`src/rtl/lcd_pkg.sv`:
```
// Shared constants, RGB565 field layout and scheduler state encoding.
package lcd_pkg;

  // RGB565 pixel word layout
  localparam int RGB_W = 16;
  localparam int R_W   = 5;
  localparam int G_W   = 6;
  localparam int B_W   = 5;
  localparam int R_LSB = 11;
  localparam int G_LSB = 5;
  localparam int B_LSB = 0;

  // Default panel geometry
  localparam int DEF_H_ACTIVE = 800;
  localparam int DEF_V_ACTIVE = 480;

  // Scanout fetch state
  typedef enum logic [1:0] {
    ST_IDLE  = 2'd0,
    ST_FETCH = 2'd1,
    ST_DONE  = 2'd2
  } fb_state_e;

  function automatic logic [R_W-1:0] pix_r(input logic [RGB_W-1:0] p);
    return p[R_LSB +: R_W];
  endfunction

  function automatic logic [G_W-1:0] pix_g(input logic [RGB_W-1:0] p);
    return p[G_LSB +: G_W];
  endfunction

  function automatic logic [B_W-1:0] pix_b(input logic [RGB_W-1:0] p);
    return p[B_LSB +: B_W];
  endfunction

endpackage

```
`src/rtl/lcd_pixel_fifo.sv`:
```
// Small synchronous prefetch FIFO with flush. Pop on empty is ignored;
// push on full is accepted only when a pop frees the slot in the same cycle.
module lcd_pixel_fifo import lcd_pkg::*; #(
  parameter int DEPTH = 4,
  parameter int DW    = RGB_W
) (
  input  logic                   clk,
  input  logic                   rst,
  input  logic                   flush,
  input  logic                   push,
  input  logic                   pop,
  input  logic [DW-1:0]          wdata,
  output logic [DW-1:0]          rdata,
  output logic [$clog2(DEPTH):0] count
);

  localparam int AW = $clog2(DEPTH);
  localparam logic [AW:0] FULL_CNT = (AW+1)'(DEPTH);

  logic [DW-1:0] mem_q [DEPTH];
  logic [DW-1:0] mem_d [DEPTH];
  logic [AW-1:0] wr_ptr_q, wr_ptr_d;
  logic [AW-1:0] rd_ptr_q, rd_ptr_d;
  logic [AW:0]   count_q, count_d;
  logic          pop_ok, push_ok;

  // Next-state for storage, pointers and occupancy; flush wins over push/pop
  always_comb begin
    pop_ok   = pop && (count_q != '0);
    push_ok  = push && ((count_q != FULL_CNT) || pop_ok);
    mem_d    = mem_q;
    wr_ptr_d = wr_ptr_q;
    rd_ptr_d = rd_ptr_q;
    count_d  = count_q;
    if (flush) begin
      wr_ptr_d = '0;
      rd_ptr_d = '0;
      count_d  = '0;
    end else begin
      if (push_ok) begin
        mem_d[wr_ptr_q] = wdata;
        wr_ptr_d        = wr_ptr_q + 1'b1;
      end
      if (pop_ok) rd_ptr_d = rd_ptr_q + 1'b1;
      case ({push_ok, pop_ok})
        2'b10:   count_d = count_q + 1'b1;
        2'b01:   count_d = count_q - 1'b1;
        default: count_d = count_q;
      endcase
    end
  end

  // State registers
  always_ff @(posedge clk or posedge rst) begin
    if (rst) begin
      for (int i = 0; i < DEPTH; i++) mem_q[i] <= '0;
      wr_ptr_q <= '0;
      rd_ptr_q <= '0;
      count_q  <= '0;
    end else begin
      mem_q    <= mem_d;
      wr_ptr_q <= wr_ptr_d;
      rd_ptr_q <= rd_ptr_d;
      count_q  <= count_d;
    end
  end

  assign rdata = mem_q[rd_ptr_q];
  assign count = count_q;

endmodule

```
`src/rtl/lcd_fb_scheduler.sv`:
```
// Framebuffer scheduler: prefetches pixels in raster order from a single-port
// SRAM into a FIFO for scanout and gives leftover SRAM cycles to host writes.
module lcd_fb_scheduler import lcd_pkg::*; #(
  parameter int   H_ACTIVE   = DEF_H_ACTIVE,
  parameter int   V_ACTIVE   = DEF_V_ACTIVE,
  parameter int   ADDR_W     = 19,
  parameter int   FIFO_DEPTH = 4,
  parameter logic VS_POL     = 1'b0
) (
  input  logic              PIXEL_CLK,
  input  logic              RESET,
  input  logic              HSYNC,
  input  logic              VSYNC,
  input  logic              DEN,
  output logic              HSYNC_OUT,
  output logic              VSYNC_OUT,
  output logic              DEN_OUT,
  output logic [R_W-1:0]    LCD_R,
  output logic [G_W-1:0]    LCD_G,
  output logic [B_W-1:0]    LCD_B,
  input  logic              HOST_VALID,
  output logic              HOST_READY,
  input  logic [ADDR_W-1:0] HOST_ADDR,
  input  logic [RGB_W-1:0]  HOST_DATA,
  output logic              MEM_EN,
  output logic              MEM_WE,
  output logic [ADDR_W-1:0] MEM_ADDR,
  output logic [RGB_W-1:0]  MEM_WDATA,
  input  logic [RGB_W-1:0]  MEM_RDATA,
  output logic              UNDERFLOW
);

  localparam int CW    = $clog2(FIFO_DEPTH) + 1;
  localparam int TOTAL = H_ACTIVE * V_ACTIVE;
  // One extra bit so the range check works even when TOTAL == 2^ADDR_W
  localparam logic [ADDR_W:0]   TOTAL_W   = (ADDR_W+1)'(TOTAL);
  localparam logic [ADDR_W-1:0] LAST_ADDR = ADDR_W'(TOTAL - 1);
  localparam logic [CW:0]       DEPTH_W   = (CW+1)'(FIFO_DEPTH);

  fb_state_e         state_q, state_d;
  logic [ADDR_W-1:0] fetch_addr_q, fetch_addr_d;
  logic              inflight_q, inflight_d;
  logic              hsync_out_q, hsync_out_d;
  logic              vsync_out_q, vsync_out_d;
  logic              den_out_q, den_out_d;
  logic [RGB_W-1:0]  rgb_q, rgb_d;
  logic              underflow_q, underflow_d;

  logic              frame_start;
  logic              fifo_push, fifo_pop, fifo_empty;
  logic [CW-1:0]     fifo_count;
  logic [RGB_W-1:0]  fifo_rdata;
  logic [CW:0]       occupancy;
  logic              rd_issue, host_grant, host_wr, host_in_range;

  lcd_pixel_fifo #(
    .DEPTH (FIFO_DEPTH),
    .DW    (RGB_W)
  ) u_fifo (
    .clk   (PIXEL_CLK),
    .rst   (RESET),
    .flush (frame_start),
    .push  (fifo_push),
    .pop   (fifo_pop),
    .wdata (MEM_RDATA),
    .rdata (fifo_rdata),
    .count (fifo_count)
  );

  // Frame-start detect and SRAM arbitration: scanout first, host gets the rest.
  // The delayed VSYNC output doubles as the previous-VSYNC register.
  always_comb begin
    frame_start   = (VSYNC == VS_POL) && (vsync_out_q != VS_POL);
    fifo_empty    = (fifo_count == '0);
    // Count the outstanding read so its return always has a slot
    occupancy     = {1'b0, fifo_count} + {{CW{1'b0}}, inflight_q};
    rd_issue      = (state_q == ST_FETCH) && (occupancy < DEPTH_W) && !frame_start;
    host_in_range = ({1'b0, HOST_ADDR} < TOTAL_W);
    host_grant    = HOST_VALID && !rd_issue;
    host_wr       = host_grant && host_in_range;
    HOST_READY    = host_grant;
    MEM_EN        = rd_issue || host_wr;
    MEM_WE        = host_wr;
    MEM_ADDR      = rd_issue ? fetch_addr_q : (host_wr ? HOST_ADDR : '0);
    MEM_WDATA     = host_wr ? HOST_DATA : '0;
  end

  // Fetch FSM next state; a frame start restarts fetching from any state
  always_comb begin
    state_d = state_q;
    if (frame_start) begin
      state_d = ST_FETCH;
    end else begin
      case (state_q)
        ST_FETCH: if (rd_issue && (fetch_addr_q == LAST_ADDR)) state_d = ST_DONE;
        default:  state_d = state_q;
      endcase
    end
  end

  // Fetch address, in-flight tracking, FIFO push/pop and output pipeline
  always_comb begin
    fetch_addr_d = fetch_addr_q;
    if (frame_start)   fetch_addr_d = '0;
    else if (rd_issue) fetch_addr_d = fetch_addr_q + 1'b1;
    inflight_d  = rd_issue;
    // A return landing on a frame start belongs to the old frame
    fifo_push   = inflight_q && !frame_start;
    fifo_pop    = DEN && !fifo_empty;
    hsync_out_d = HSYNC;
    vsync_out_d = VSYNC;
    den_out_d   = DEN;
    rgb_d       = fifo_pop ? fifo_rdata : '0;
    underflow_d = underflow_q || (DEN && fifo_empty);
  end

  // State and output registers
  always_ff @(posedge PIXEL_CLK or posedge RESET) begin
    if (RESET) begin
      state_q      <= ST_IDLE;
      fetch_addr_q <= '0;
      inflight_q   <= 1'b0;
      hsync_out_q  <= 1'b0;
      vsync_out_q  <= 1'b0;
      den_out_q    <= 1'b0;
      rgb_q        <= '0;
      underflow_q  <= 1'b0;
    end else begin
      state_q      <= state_d;
      fetch_addr_q <= fetch_addr_d;
      inflight_q   <= inflight_d;
      hsync_out_q  <= hsync_out_d;
      vsync_out_q  <= vsync_out_d;
      den_out_q    <= den_out_d;
      rgb_q        <= rgb_d;
      underflow_q  <= underflow_d;
    end
  end

  assign HSYNC_OUT = hsync_out_q;
  assign VSYNC_OUT = vsync_out_q;
  assign DEN_OUT   = den_out_q;
  assign LCD_R     = pix_r(rgb_q);
  assign LCD_G     = pix_g(rgb_q);
  assign LCD_B     = pix_b(rgb_q);
  assign UNDERFLOW = underflow_q;

endmodule

```
`config.mk`:
```
export PLATFORM = sky130hd
export DESIGN_NAME = lcd_fb_scheduler
export DESIGN_NICKNAME = d
export VERILOG_FILES = /design/src/rtl/lcd_pkg.sv /design/src/rtl/lcd_pixel_fifo.sv /design/src/rtl/lcd_fb_scheduler.sv
export SDC_FILE = /design/constraint.sdc
export NUM_CORES = 1
export LEC_CHECK = 0
export ABC_CLOCK_PERIOD_IN_PS = 3400
export CAP_MARGIN = 20
export CORE_MARGIN = 2
export CORE_UTILIZATION = 47
export DETAILED_ROUTE_END_ITERATION = 7
export PLACE_DENSITY = 0.87
export SYNTH_ARGS = -nofsm -noshare
export SYNTH_HDL_FRONTEND = slang
export SYNTH_SLANG_ARGS = --single-unit
```
`constraint.sdc`:
```
create_clock -name PIXEL_CLK -period 3.4 [get_ports PIXEL_CLK]
set_clock_uncertainty 0.1 [all_clocks]
set_input_delay 0.51 -clock PIXEL_CLK [delete_from_list [all_inputs] [get_ports PIXEL_CLK]]
set_output_delay 0.51 -clock PIXEL_CLK [all_outputs]
set_load 0.05 [all_outputs]
```
==> After elaboration in Yosys (flattened, before gate mapping) <==
Index checks and enable logic that the tools add are counted.
{ "totals": {"ff_bits": 113, "in_bits": 57, "mem_count": 0, "latchBits": 0, "mem_bits_rw": 0, "rom_bits": 0, "elab_cells": 84, "output_inout_bits": 58} }
{ "op_classes": {"multipliers": 0, "mux": 21, "n_eq_ne": 5, "n_div": 0, "bitwise_logic": 4, "n_addsub": 6, "shifts": 0, "n_reduce_logical": 28, "order_cmp": 5} }
{ "op_table": {"columns": ["op", "count"], "rows": [
  ["$mux 16", 5],
  ["$mux 19", 4],
  ["$bwmux 64", 1],
  ["$bmux 16 s2", 1],
  ["$demux 16 s2", 1],
  ["$add 19x1->19 const B", 1],
  ["$eq 19x19->1 const B", 1],
  ["$lt 19x19->1 const B", 1],
  ["$mux 2", 7],
  ["$logic_and 1x1->1", 12],
  ["$reduce_bool 2->1", 5],
  ["$ge 3x3->1 const B", 2],
  ["$not 2->3", 2],
  ["$pmux 3 s2", 1],
  ["$reduce_bool 3->1", 2],
  ["$add 2x1->2 const B", 2],
  ["$add 3x1->4", 1],
  ["$eq 2x1->1 const B", 2],
  ["$lt 4x3->1 const B", 1],
  ["$reduce_and 2->1", 2],
  ["$add 3x1->3 const B", 1],
  ["$logic_not 1->1", 3],
  ["$logic_not 3->1", 1],
  ["$logic_or 1x1->1", 3],
  ["other kinds (6)", 7]
]} }

==> Depth between registers and ports, before layout <==
{ "logic_depth": {"word_depth": 9, "depth_mapped": 10} }

==> Modules after synthesis <==
Synthesis repeated with hierarchy kept, for this count alone.
{ "unflattened": {"cells_unflattened": 420, "hier_area_um2": 5657.9} }
{ "by_module_without_submodules": {"columns": ["module", "cells_per_inst", "area_each_um2", "n_inst", "seq_area_each_um2"], "rows": [
  ["lcd_pixel_fifo", 216, 3557.2, 1, 1776.7],
  ["lcd_fb_scheduler", 204, 2100.8, 1, 1051.0]
]} }

==> Worst setup path after synthesis <==
Ideal clock, no wire load.
{ "synth_timing": {"path_type": "flip-flop to output port", "from": "register vsync_out_q, in the netlist VSYNC_OUT", "to": "output port MEM_ADDR[13]", "n_path_buf": 2, "path_slack_ns": 0.414, "stages_incl_launch_ff": 6, "arrival_time_ns": 2.376, "path_cell_list": "dfrtp_1 nand2b_1 and3_1 buf_2 buf_2 o21ai_0"} }
{ "synth_via": {"elab_chain_len": 8} }
{ "synth_rtl": {"columns": ["item", "line_no", "source"], "rows": [
  ["start: declaration", "lcd_fb_scheduler.sv:44", "logic vsync_out_q, vsync_out_d;"],
  ["start signal: assignment", "lcd_fb_scheduler.sv:133", "vsync_out_q <= vsync_out_d;"],
  ["$logic_and 1x1->1 (*)", "lcd_fb_scheduler.sv:73", "frame_start = (VSYNC == VS_POL) && (vsync_out_q != VS_POL);"],
  ["$logic_not 1->1 (*)", "lcd_fb_scheduler.sv:77", "rd_issue = (state_q == ST_FETCH) && (occupancy < DEPTH_W) && !frame_start;"],
  ["$logic_and 1x1->1 (*)", "lcd_fb_scheduler.sv:77", null],
  ["named net inflight_d", "lcd_fb_scheduler.sv:42", "logic inflight_q, inflight_d;"],
  ["$logic_not 1->1", "lcd_fb_scheduler.sv:79", "host_grant = HOST_VALID && !rd_issue;"],
  ["$logic_and 1x1->1", "lcd_fb_scheduler.sv:79", null],
  ["$logic_and 1x1->1", "lcd_fb_scheduler.sv:80", "host_wr = host_grant && host_in_range;"],
  ["$mux 19", "lcd_fb_scheduler.sv:84", "MEM_ADDR = rd_issue ? fetch_addr_q : (host_wr ? HOST_ADDR : '0);"],
  ["$mux 19 (*)", "lcd_fb_scheduler.sv:84", null],
  ["end: declaration", "lcd_fb_scheduler.sv:27", "output logic [ADDR_W-1:0] MEM_ADDR,"]
]} }
The timed path passes the listed nets; every way through them passes the cells marked *.

==> Worst setup path in the final report <==
{ "layout_timing": {"from": "register u_fifo.count_q[0], in the netlist u_fifo.count[0]", "to": "output port MEM_ADDR[16]"} }
{ "layout_via": {"elab_chain_len": 9} }
{ "layout_rtl": {"columns": ["item", "line_no", "source"], "rows": [
  ["start: declaration", "lcd_pixel_fifo.sv:24", "logic [AW:0] count_q, count_d;"],
  ["start signal: assignment", "lcd_pixel_fifo.sv:64", "count_q <= count_d;"],
  ["$add 3x1->4 (*)", "lcd_fb_scheduler.sv:76", "occupancy = {1'b0, fifo_count} + {{CW{1'b0}}, inflight_q};"],
  ["$lt 4x3->1 (*)", "lcd_fb_scheduler.sv:77", null],
  ["$logic_and 1x1->1 (*) (2 in series)", "lcd_fb_scheduler.sv:77", null],
  ["$logic_not 1->1", "lcd_fb_scheduler.sv:79", null],
  ["$logic_and 1x1->1", "lcd_fb_scheduler.sv:79", null],
  ["$logic_and 1x1->1", "lcd_fb_scheduler.sv:80", null],
  ["$mux 19", "lcd_fb_scheduler.sv:84", null],
  ["$mux 19 (*)", "lcd_fb_scheduler.sv:84", null]
]} }
Mark *: on every way between the ends. The rest lies on a longest branch, timed or not.

==> results.json <==
{
  "hp-class": "flop to flop",
  "start_util_pct": 48.62,
  "routedWlPerCell_um": 19.88,
  "leakage_nw": 3.464,
  "cts_setup_buffers": 0,
  "tightest_slew_ns": 1.047,
  "grt_pass1_vias": 4172,
  "drtIter0Drc": 221,
  "fin_tns_setup_ns": 0,
  "cts-resized-gates": 0,
  "crit_fanout": 34,
  "nNetsFinal": 598,
  "cts_max_path_buffers": 2,
  "ir_drop_v": 0.0007165,
  "numCtsBuffers": 17,
  "critPathLaunch": "u_fifo.count[0]$_DFFE_PP0P_",
  "worstSetupStartpointType": "flop",
  "drt_first_pass_iters": 8,
  "status": "finished, violations left",
  "cap_violations": 0,
  "synthCells": 420,
  "max_freq_mhz": 316.5,
  "fp-row-count": 39,
  "drive_gt1_share_pct": 31.20,
  "antenna_found_initial": 0,
  "via_per_inst": 5.763,
  "synth_edf_count": 0,
  "synthFlopType": "dfrtp_1",
  "timing_max_transition_violations_final": 0,
  "rsz0062_at_grt": "false",
  "antennaDiodeCount": 0,
  "yosys.area.top_type": "dfrtp_1",
  "critPathCaptureType": "primary output",
  "grt_max_degree": 114,
  "drc_errors": 18,
  "violations": "design-rule violations",
  "yosysTopAreaCellShare_pct": 50.50,
  "grt_usage_pct": 21.90,
  "design.core.area_um2": 11520,
  "hold_violations": 0,
  "htree_levels": 4,
  "io_pins": 115,
  "clock_latency_ns": 0.40,
  "vias": 3982,
  "routed_wl_um": 13740,
  "antenna_left": 0,
  "grt_overflow": 0,
  "required_ns": 2.79,
  "synth_cell_type_count": 55,
  "io_buffers": 114,
  "power.total_mw": 7.129,
  "ys_ff_latch": 113,
  "r2r-start": "u_fifo.count[0]$_DFFE_PP0P_",
  "die_w_um": 113.1,
  "grt_pass1_wl_um": 21740,
  "mappedNetlistNets": 483,
  "cts_root_buffer": "clkbuf_16",
  "async_reset_ff_share_pct": 100.0,
  "min_from": "UNDERFLOW$_DFF_PP0_",
  "cts_tree": "yes",
  "cp.arrival_ns": 2.55,
  "syn_to_final_growth_pct": 40.67,
  "ys_seq_area_share_pct": 50.50,
  "synth_area_um2": 5599,
  "die_h_um": 113.1,
  "gp_congestion": 0.9968,
  "yosysWarnings": 0,
  "cts.sinks": 113,
  "netlist_top_cells_area": "dfrtp_1, mux2_4, mux4_2, mux2_2, a22o_1",
  "holdBufCountCts": 0,
  "powerDensity_nw_per_um2": 905.1,
  "min_period_ns": 3.160,
  "n_fill_cell": 793,
  "worst-setup-path-type": "flop to primary output",
  "setup_viol": 0,
  "syn_avg_cell_area_um2": 13.33,
  "slew_headroom_pct": 30.23,
  "die-area_um2": 12800,
  "fin_crit_sh_pct": 92.94,
  "cts.clk_slew.worst_paths_ns": 0.05,
  "dp_hpwl_um": 8970
}
power by group:
group	switching (mW)	internal [mW]	total, mW
Combinational	1.37	1.53	2.91
Sequential	0.403	1.88	2.29
Clock	0.604	1.33	1.94
Total	2.38	4.75	7.13
metrics by stage:
stage | utilization, % | cell area [um^2] | cells | setup WS [ns] | hold slack [ns]
2_1_floorplan | - | 5603 | 420 | 0.4142 | 0.3738
3_3_place_gp | 62.76 | 7227 | 659 | 0.4511 | 0.3441
3_5_place_dp | 62.76 | 7227 | 659 | 0.3037 | 0.3475
4_1_cts | 68.35 | 7871 | 691 | 0.1329 | 0.3602
5_1_grt | 68.39 | 7876 | 691 | 0.05521 | 0.3860
6_report | 68.39 | 7876 | 691 | 0.2401 | 0.3575
logic make-up after synthesis:
family	Yosys count	share of synthesized area, %
AND/OR/NAND/NOR	127	14.50
adder cells (fa/ha/maj)	6	1.475
flip-flops	113	50.50
XOR/XNOR	9	1.408
multiplexers	84	22.70
AO/OA/AOI/OAI	52	6.659
buffers and inverters	29	2.748
registers in the layout, summed over array words and instances (netlist names):
register and cells:
rgb_q 16, fetch_addr_q 19, inflight_q 1, DEN_OUT 1, u_fifo.count 3, u_fifo.wr_ptr_q 2, state_q 2, u_fifo.mem_q 64
VSYNC_OUT 1, HSYNC_OUT 1, UNDERFLOW 1, u_fifo.rd_ptr_q 2
placed cells by master, fill, tap and decap left out, drive strengths merged, types with 3 or more instances in the layout:
| cell type | n |
|---|---|
| dfrtp | 113 |
| clkdlybuf4s50 | 76 |
| mux2 | 64 |
| buf | 44 |
| nand2 | 22 |
| clkbuf | 21 |
| nor2b | 19 |
| mux4 | 16 |
| and2 | 16 |
| a22o | 16 |
| nor2 | 15 |
| nand3 | 11 |
| a21oi | 10 |
| o21ai | 9 |
| nand4 | 7 |
| xor2 | 6 |
| or4 | 6 |
| clkinv | 6 |
| nand2b | 5 |
| and3 | 5 |
| ha | 5 |
| bufinv | 5 |
| o31ai | 5 |
| mux2i | 4 |
| inv | 4 |
| xnor2 | 3 |
| or3 | 3 |
| nor4 | 3 |
| nor3 | 3 |
synth_stat cells, types with 2 or more instances:
master / number
o31ai_1: 5
nand3_1: 9
ha_1: 5
or4_1: 6
nor2_1: 15
o211ai_1: 2
and3_1: 5
mux2i_1: 4
buf_6: 4
mux2_4: 40
nor3b_1: 2
and2_1: 16
xnor2_1: 3
a22o_1: 16
clkbuf_1: 10
mux4_2: 16
mux2_2: 24
nand3_2: 2
a21o_1: 2
and4_1: 2
nand2_1: 18
dfrtp_1: 113
a21oi_1: 10
nand2_4: 4
nand4_1: 5
nor2b_1: 19
inv_1: 4
nand4b_1: 2
nor4_1: 3
or3_1: 3
buf_2: 7
nand2b_1: 5
nor3_1: 2
o21ai_0: 9
clkbuf_2: 2
xor2_1: 6
nand4_4: 2
per-layer routing:
layer / vias up / share of wire (%) / GRT usage, %
li1: 1766 / - / -
met1: 2026 / 40 / 26.36
met2: 174 / 53 / 38.92
met3: 16 / 6.6 / 5.463
met4: 0 / 0.98 / 6.504
met5: - / 0 / 0
cell type report:
class | instances | area [um^2] | share of cell area [%]
Sequential cell | 113 | 2828 | 35.90
Multi-Input combinational cell | 278 | 2636 | 33.47
Timing Repair Buffer | 120 | 1567 | 19.89
Clock buffer | 21 | 460.4 | 5.846
Clock inverter | 11 | 183.9 | 2.335
Tap cell | 143 | 178.9 | 2.272
Inverter | 5 | 22.52 | 0.2859
critical path: stages, from the launching register on:
cell     delay (ns)
dfrtp_1        0.55
nand3_2        0.31
nand2_1        0.26
o221a_2        0.59
a22o_1         0.29
buf_12         0.15
final timing paths:
kind	slack, ns	depth (start not counted)	to
worst max-delay path	0.24	5	MEM_ADDR[16]
worst min-delay path	0.36	1	UNDERFLOW$_DFF_PP0_
worst max register to register	0.56	7	u_fifo.count[2]$_DFFE_PP0P_
worst min register to register	0.36	1	UNDERFLOW$_DFF_PP0_
max in group asynchronous	2.21	3	u_fifo.count[0]$_DFFE_PP0P_
min in group asynchronous	0.52	3	rgb_q[1]$_DFF_PP0_
(Power assumes the default switching activity.)
